File: src/rtl/fp16_vector_packer_if.sv
// Handshake bundle between a scalar FP16 producer, the vector packer and the
// downstream vector consumer. The slave modport is the packer's view.
interface fp16_vector_packer_if #(
  parameter int unsigned LENGTH     = 4,
  parameter int unsigned ELEM_WIDTH = 16
) ();
  localparam int unsigned CW = $clog2(LENGTH + 1);

  logic [ELEM_WIDTH-1:0]        in_data;
  logic                         in_valid;
  logic                         in_ready;
  logic                         flush_in;
  logic [LENGTH*ELEM_WIDTH-1:0] out_data;
  logic [CW-1:0]                out_count;
  logic                         out_valid;
  logic                         out_ready;

  modport master (
    output in_data, in_valid, flush_in, out_ready,
    input  in_ready, out_data, out_count, out_valid
  );

  modport slave (
    input  in_data, in_valid, flush_in, out_ready,
    output in_ready, out_data, out_count, out_valid
  );
endinterface

File: src/rtl/fp16_vector_packer.sv
// Packs a scalar FP16 element stream into LENGTH-lane vectors. A fill buffer
// collects lanes; a completed vector either loads straight into the output
// register or, when that is still occupied, waits in the fill buffer (pending).
module fp16_vector_packer #(
  parameter int unsigned LENGTH     = 4,
  parameter int unsigned ELEM_WIDTH = 16
) (
  input logic                  clk,
  input logic                  reset,
  input logic                  debugen_in,
  fp16_vector_packer_if.slave  bus
);
  localparam int unsigned CW = $clog2(LENGTH + 1);
  localparam int unsigned IW = $clog2(LENGTH);
  localparam logic [IW-1:0] LastIdx = IW'(LENGTH - 1);

  typedef logic [LENGTH-1:0][ELEM_WIDTH-1:0] vec_t;

  vec_t          fill_q, fill_d, fill_vec;
  logic [IW-1:0] idx_q, idx_d;
  logic          pending_q, pending_d;
  logic [CW-1:0] pend_count_q, pend_count_d;
  vec_t          out_data_q, out_data_d;
  logic [CW-1:0] out_count_q, out_count_d;
  logic          out_valid_q, out_valid_d;

  logic          accept;
  logic          slot_free;
  logic          complete;
  logic          load;
  logic [CW-1:0] count;

  assign bus.in_ready  = !pending_q;
  assign bus.out_data  = out_data_q;
  assign bus.out_count = out_count_q;
  assign bus.out_valid = out_valid_q;

  // Next-state: accept into the fill buffer, close vectors, move them to the output.
  always_comb begin
    fill_d       = fill_q;
    idx_d        = idx_q;
    pending_d    = pending_q;
    pend_count_d = pend_count_q;
    out_data_d   = out_data_q;
    out_count_d  = out_count_q;
    out_valid_d  = out_valid_q;
    load         = 1'b0;

    accept    = bus.in_valid && !pending_q;
    slot_free = !out_valid_q || bus.out_ready;

    // Fill contents including this cycle's element, so it can load directly.
    fill_vec = fill_q;
    if (accept) begin
      fill_vec[idx_q] = bus.in_data;
    end
    count    = CW'(idx_q) + CW'(accept);
    complete = !pending_q &&
               ((accept && (idx_q == LastIdx)) ||
                (bus.flush_in && ((idx_q != '0) || accept)));

    if (pending_q) begin
      // Flush is ignored here; the held vector just waits for the output slot.
      if (slot_free) begin
        load        = 1'b1;
        out_data_d  = fill_q;
        out_count_d = pend_count_q;
        fill_d      = '0;
        idx_d       = '0;
        pending_d   = 1'b0;
      end
    end else if (complete) begin
      idx_d = '0;
      if (slot_free) begin
        load        = 1'b1;
        out_data_d  = fill_vec;
        out_count_d = count;
        fill_d      = '0;
      end else begin
        pending_d    = 1'b1;
        fill_d       = fill_vec;
        pend_count_d = count;
      end
    end else if (accept) begin
      fill_d = fill_vec;
      idx_d  = idx_q + IW'(1);
    end

    if (load) begin
      out_valid_d = 1'b1;
    end else if (bus.out_ready) begin
      out_valid_d = 1'b0;
    end
  end

  // State registers; reset discards any partial or buffered vector.
  always_ff @(posedge clk or negedge reset) begin
    if (!reset) begin
      fill_q       <= '0;
      idx_q        <= '0;
      pending_q    <= 1'b0;
      pend_count_q <= '0;
      out_data_q   <= '0;
      out_count_q  <= '0;
      out_valid_q  <= 1'b0;
    end else begin
      fill_q       <= fill_d;
      idx_q        <= idx_d;
      pending_q    <= pending_d;
      pend_count_q <= pend_count_d;
      out_data_q   <= out_data_d;
      out_count_q  <= out_count_d;
      out_valid_q  <= out_valid_d;
    end
  end

`ifndef SYNTHESIS
  // Optional trace of accepted elements and output loads.
  always_ff @(posedge clk) begin
    if (reset && debugen_in) begin
      if (accept) $write("%m: in: %x\n", bus.in_data);
      if (load)   $write("%m: out: %x count %d\n", out_data_d, out_count_d);
    end
  end
`endif
endmodule
File: src/flat_wrapper.sv
// flat-port wrapper written by rule: the top's interface ports become plain ports
module fp16_vector_packer_flat 
#(
  parameter int unsigned LENGTH     = 4,
  parameter int unsigned ELEM_WIDTH = 16
)
  (clk, reset, debugen_in, bus_in_data, bus_in_valid, bus_flush_in, bus_out_ready, bus_in_ready, bus_out_data, bus_out_count, bus_out_valid);
  fp16_vector_packer_if #(.LENGTH(LENGTH), .ELEM_WIDTH(ELEM_WIDTH)) bus_i ();
  input logic clk;
  input logic reset;
  input logic debugen_in;
  input wire logic [$bits(bus_i.in_data)-1:0] bus_in_data;
  input wire logic [$bits(bus_i.in_valid)-1:0] bus_in_valid;
  input wire logic [$bits(bus_i.flush_in)-1:0] bus_flush_in;
  input wire logic [$bits(bus_i.out_ready)-1:0] bus_out_ready;
  output wire logic [$bits(bus_i.in_ready)-1:0] bus_in_ready;
  output wire logic [$bits(bus_i.out_data)-1:0] bus_out_data;
  output wire logic [$bits(bus_i.out_count)-1:0] bus_out_count;
  output wire logic [$bits(bus_i.out_valid)-1:0] bus_out_valid;
  assign bus_i.in_data = bus_in_data;
  assign bus_i.in_valid = bus_in_valid;
  assign bus_i.flush_in = bus_flush_in;
  assign bus_i.out_ready = bus_out_ready;
  assign bus_in_ready = bus_i.in_ready;
  assign bus_out_data = bus_i.out_data;
  assign bus_out_count = bus_i.out_count;
  assign bus_out_valid = bus_i.out_valid;
  fp16_vector_packer #(.LENGTH(LENGTH), .ELEM_WIDTH(ELEM_WIDTH)) u_core (.clk(clk), .reset(reset), .debugen_in(debugen_in), .bus(bus_i));
endmodule
File: config.mk
export PLATFORM = sky130hd
export DESIGN_NAME = fp16_vector_packer_flat
export DESIGN_NICKNAME = d
export VERILOG_FILES = /design/src/rtl/fp16_vector_packer_if.sv /design/src/rtl/fp16_vector_packer.sv /design/src/flat_wrapper.sv
export SDC_FILE = /design/constraint.sdc
export NUM_CORES = 1
export LEC_CHECK = 0
export ABC_AREA = 1
export BUFFER_PORTS_ARGS = -buffer_cell sky130_fd_sc_hd__buf_4
export CAP_MARGIN = 20
export CORE_MARGIN = 5
export CORE_UTILIZATION = 45
export CTS_BUF_LIST = sky130_fd_sc_hd__clkbuf_16
export CTS_CLUSTER_DIAMETER = 100
export DETAILED_ROUTE_END_ITERATION = 12
export GPL_TIMING_DRIVEN = 0
export PLACE_DENSITY = 0.65
export SYNTH_ARGS = -nofsm -noshare
export SYNTH_HDL_FRONTEND = slang
export SYNTH_SLANG_ARGS = --single-unit
File: constraint.sdc
create_clock -name clk -period 2.4 [get_ports clk]
set_clock_uncertainty 0.1 [all_clocks]
set_input_delay 0.24 -clock clk [delete_from_list [all_inputs] [get_ports clk]]
set_output_delay 0.24 -clock clk [all_outputs]
set_load 0.05 [all_outputs]
==> results.toml <==
[logic_synthesis]
yosysTopAreaCellShare_pct = 43.15
synth_top_area_cell = "dfrtp_1"
synth-seq-cells = 138
ys_warn_count = 0
synth_area_leaders = "dfrtp_1, nand2_1, nand3_1"
synthesis.area_sq_um = 8003
syn_nets = 1195
seq_area_frac_synth_pct = 43.15
synth_cells = 1167
synth.avg_cell_area_sq_um = 6.857
yosysUniqueCellTypes = 21

[clock_network]
cts-buffers-inserted = 17
clk_latency_ps = 430
cts_max_path_buffers = 2
clk_pin_slew_worst_paths_ps = 60
cts_sinks = 138
cts_root_buf = "clkbuf_16"
cts_tree = "yes"
htreeDepth = 4

[die]
die_x_um = 143.4
io_pins = 91
start_util_pct = 46.11
fp.dieH_um = 143.4
dieArea_sq_um = 20550
rows = 48
core_region_area_sq_um = 17360

[critical_path]
worstReg2RegStart = "u_core.idx_q[1]"
cp.required_ps = 2620
critical_path.top_delay_family = "simple AND/OR/NAND/NOR gates"
cpMaxStageDelayCell = "dfrtp_1"
slowest_delay_ps = 440
cp-end-kind = "flip-flop"
start_kind = "flip-flop"
r2r_end = "u_core.fill_q[12]"
crit_fanout = 10
path_buf_inv = 2
rr_worst_depth = 8
arrival_ps = 2430
reg2reg_setup_slack_ps = 180
cp_cell_sequence = "ha_1, buf_2, nand3_4, nand2_2, nand4_2, clkbuf_1, nand3_1, nand2_1"
critPathKind = "flip-flop to flip-flop"

[sta]
period_share_pct = 92.29
min_period_ps = 2215
whs_ps = 74.29
setup-violations-final = 0
tightest_slew_ps = 576.5
hold_violations = 0
report.final.slew_viol_count = 0
max_freq_mhz = 451.5
rsz0062_at_grt = "no"
finalSetupTns_ps = 0
slew-limit-headroom_pct = 61.57

[placed_design]
dpl_cell_area_sq_um = 8976
numPortBuffers = 88
gp_congestion = 0.9489
hpwl_mm = 20.09

[global_routing]
grt_usage_pct = 27.95
grt_pass1_wl_mm = 44.14
grt_pass1_vias = 7705
grt_max_degree = 96
grt-ovfl-total = 0
antenna_found_initial = 1

[route]
drcViolationCount = 0
wl_mm = 28.43
wl_per_cell_um = 18.78
firstDrtPassIters = 5
drtIter0Drc = 1013
ant_nets = 0
vias = 8520
routed_via_density = 5.627

[power]
leakage_nw = 5.105
ir_worst_vdd_mv = 0.6395
power.density_nw_per_um2 = 1300

[final_layout]
drive_gt1_share_pct = 14.75
final_util_pct = 55.09
syn_to_final_growth_pct = 19.48
final_area_sq_um = 9562
nets = 1303

[run_status]
status = "complete, no violations"

[min_path]
min-delay-start = "bus_flush_in"
hold-path-cell-count = 4
hold_path_class = "primary input to flip-flop"
hold_end = "u_core.idx_q[0]"

[flow_run]
maxCapViolations = 0
[layout make-up]
type / instances / area (sq um)
repair buffers: 90 / 701.9
diodes: 1 / 2.502
clock inverters: 15 / 150.1
clock buffers: 17 / 425.4
flip-flops and latches: 138 / 3453
multi-input cells: 907 / 3966
inverters: 28 / 110.1
plain buffers: 93 / 470.5
well taps: 225 / 281.5
fillers: 1698 / 7795
[where the power goes]
group / switching, mW / internal [mW] / leakage, nW / total (mW)
combinational: 4.25 / 1.78 / 2.97 / 6.02
clock: 1.10 / 1.53 / 0.269 / 2.62
sequential: 0.671 / 3.11 / 1.87 / 3.78
[layer usage]
metal,vias up,global-route usage [%],part of all wire [%]
li1,4013,-,-
met1,3946,40.23,42
met2,493,39.47,42
met3,66,8.453,13
met4,2,10.60,3.3
met5,-,2.153,0.19
[state kept, by name, summed over array words and instances, names as in the netlist]
register,cells
u_core.bus.out_valid,1
u_core.pend_count_q,3
u_core.bus.out_count,3
u_core.pending_q,1
u_core.fill_q,64
u_core.bus.out_data,64
u_core.idx_q,2
[worst min-delay path, stage by stage]
cell and delay [ps]:
buf_4 80, inv_1 70, nand4_1 90, o21ai_0 80
[cell usage after synthesis]
| cell type | n |
|---|---|
| a21oi_1 | 1 |
| a21oi_2 | 1 |
| buf_2 | 45 |
| buf_4 | 7 |
| buf_6 | 5 |
| clkbuf_1 | 37 |
| dfrtp_1 | 138 |
| ha_1 | 6 |
| inv_1 | 26 |
| inv_2 | 1 |
| inv_6 | 1 |
| nand2_1 | 524 |
| nand2_2 | 5 |
| nand2_4 | 1 |
| nand3_1 | 244 |
| nand3_2 | 1 |
| nand3_4 | 1 |
| nand4_1 | 2 |
| nand4_2 | 1 |
| nor2_1 | 5 |
| o21ai_0 | 115 |
[logic make-up (layout without fill, tap and decap cells)]
kind of cell | Yosys count | count (layout) | share of synthesized area (%)
AOI/OAI and AO/OA | 117 | 117 | 7.364
adders and majority gates | 6 | 6 | 0.9381
buffers and inverters | 122 | 243 | 7.286
DFF | 138 | 138 | 43.15
other | 0 | 1 | 0
and+or+nand+nor | 784 | 784 | 41.26
[per-stage QoR]
step	setup slack, ps	power [mW]	std cells
final	184.9	12.43	1514
after CTS	135.6	12.39	1514
after global placement	172.0	9.678	1480
after detailed placement	153.7	9.748	1481
after floorplan	516.9	7.833	1167
after global routing	66.72	13.19	1513
[worst max-delay path by stage]
stage,startpoint,to,slack [ps],cells after the start
CTS,u_core.pending_q,u_core.bus.out_count[1],140,11
finish,u_core.idx_q[1],u_core.fill_q[12],180,8
global route,u_core.idx_q[1],u_core.fill_q[14],70,8
floorplan,u_core.pending_q,u_core.bus.out_count[1],520,11
global placement,u_core.pending_q,u_core.bus.out_count[1],170,11
detailed placement,u_core.pending_q,u_core.bus.out_count[1],150,11
[repair_timing]
item / in CTS / in global routing
endpoints found under the setup margin: 0 / 2
resized for setup: 0 / 2
setup buffers: 0 / 0
hold endpoints to repair: 43 / 0
hold buffers: 1 / 0
[cell usage in the layout (no fill, tap or decap), types with 2 or more instances in the layout]
cell | synthesis | final
buf_4 | 7 | 94
nor2_1 | 5 | 5
ha_1 | 6 | 6
buf_2 | 45 | 45
clkbuf_1 | 37 | 35
inv_6 | 1 | 4
dfrtp_1 | 138 | 138
clkinv_2 | 0 | 3
clkbuf_16 | 0 | 17
nand4_1 | 2 | 2
buf_6 | 5 | 6
nand3_1 | 244 | 244
inv_1 | 26 | 27
nand2_2 | 5 | 5
nand2_1 | 524 | 524
o21ai_0 | 115 | 115
bufinv_16 | 0 | 2
clkinvlp_4 | 0 | 6
(Power assumes the default switching activity.)
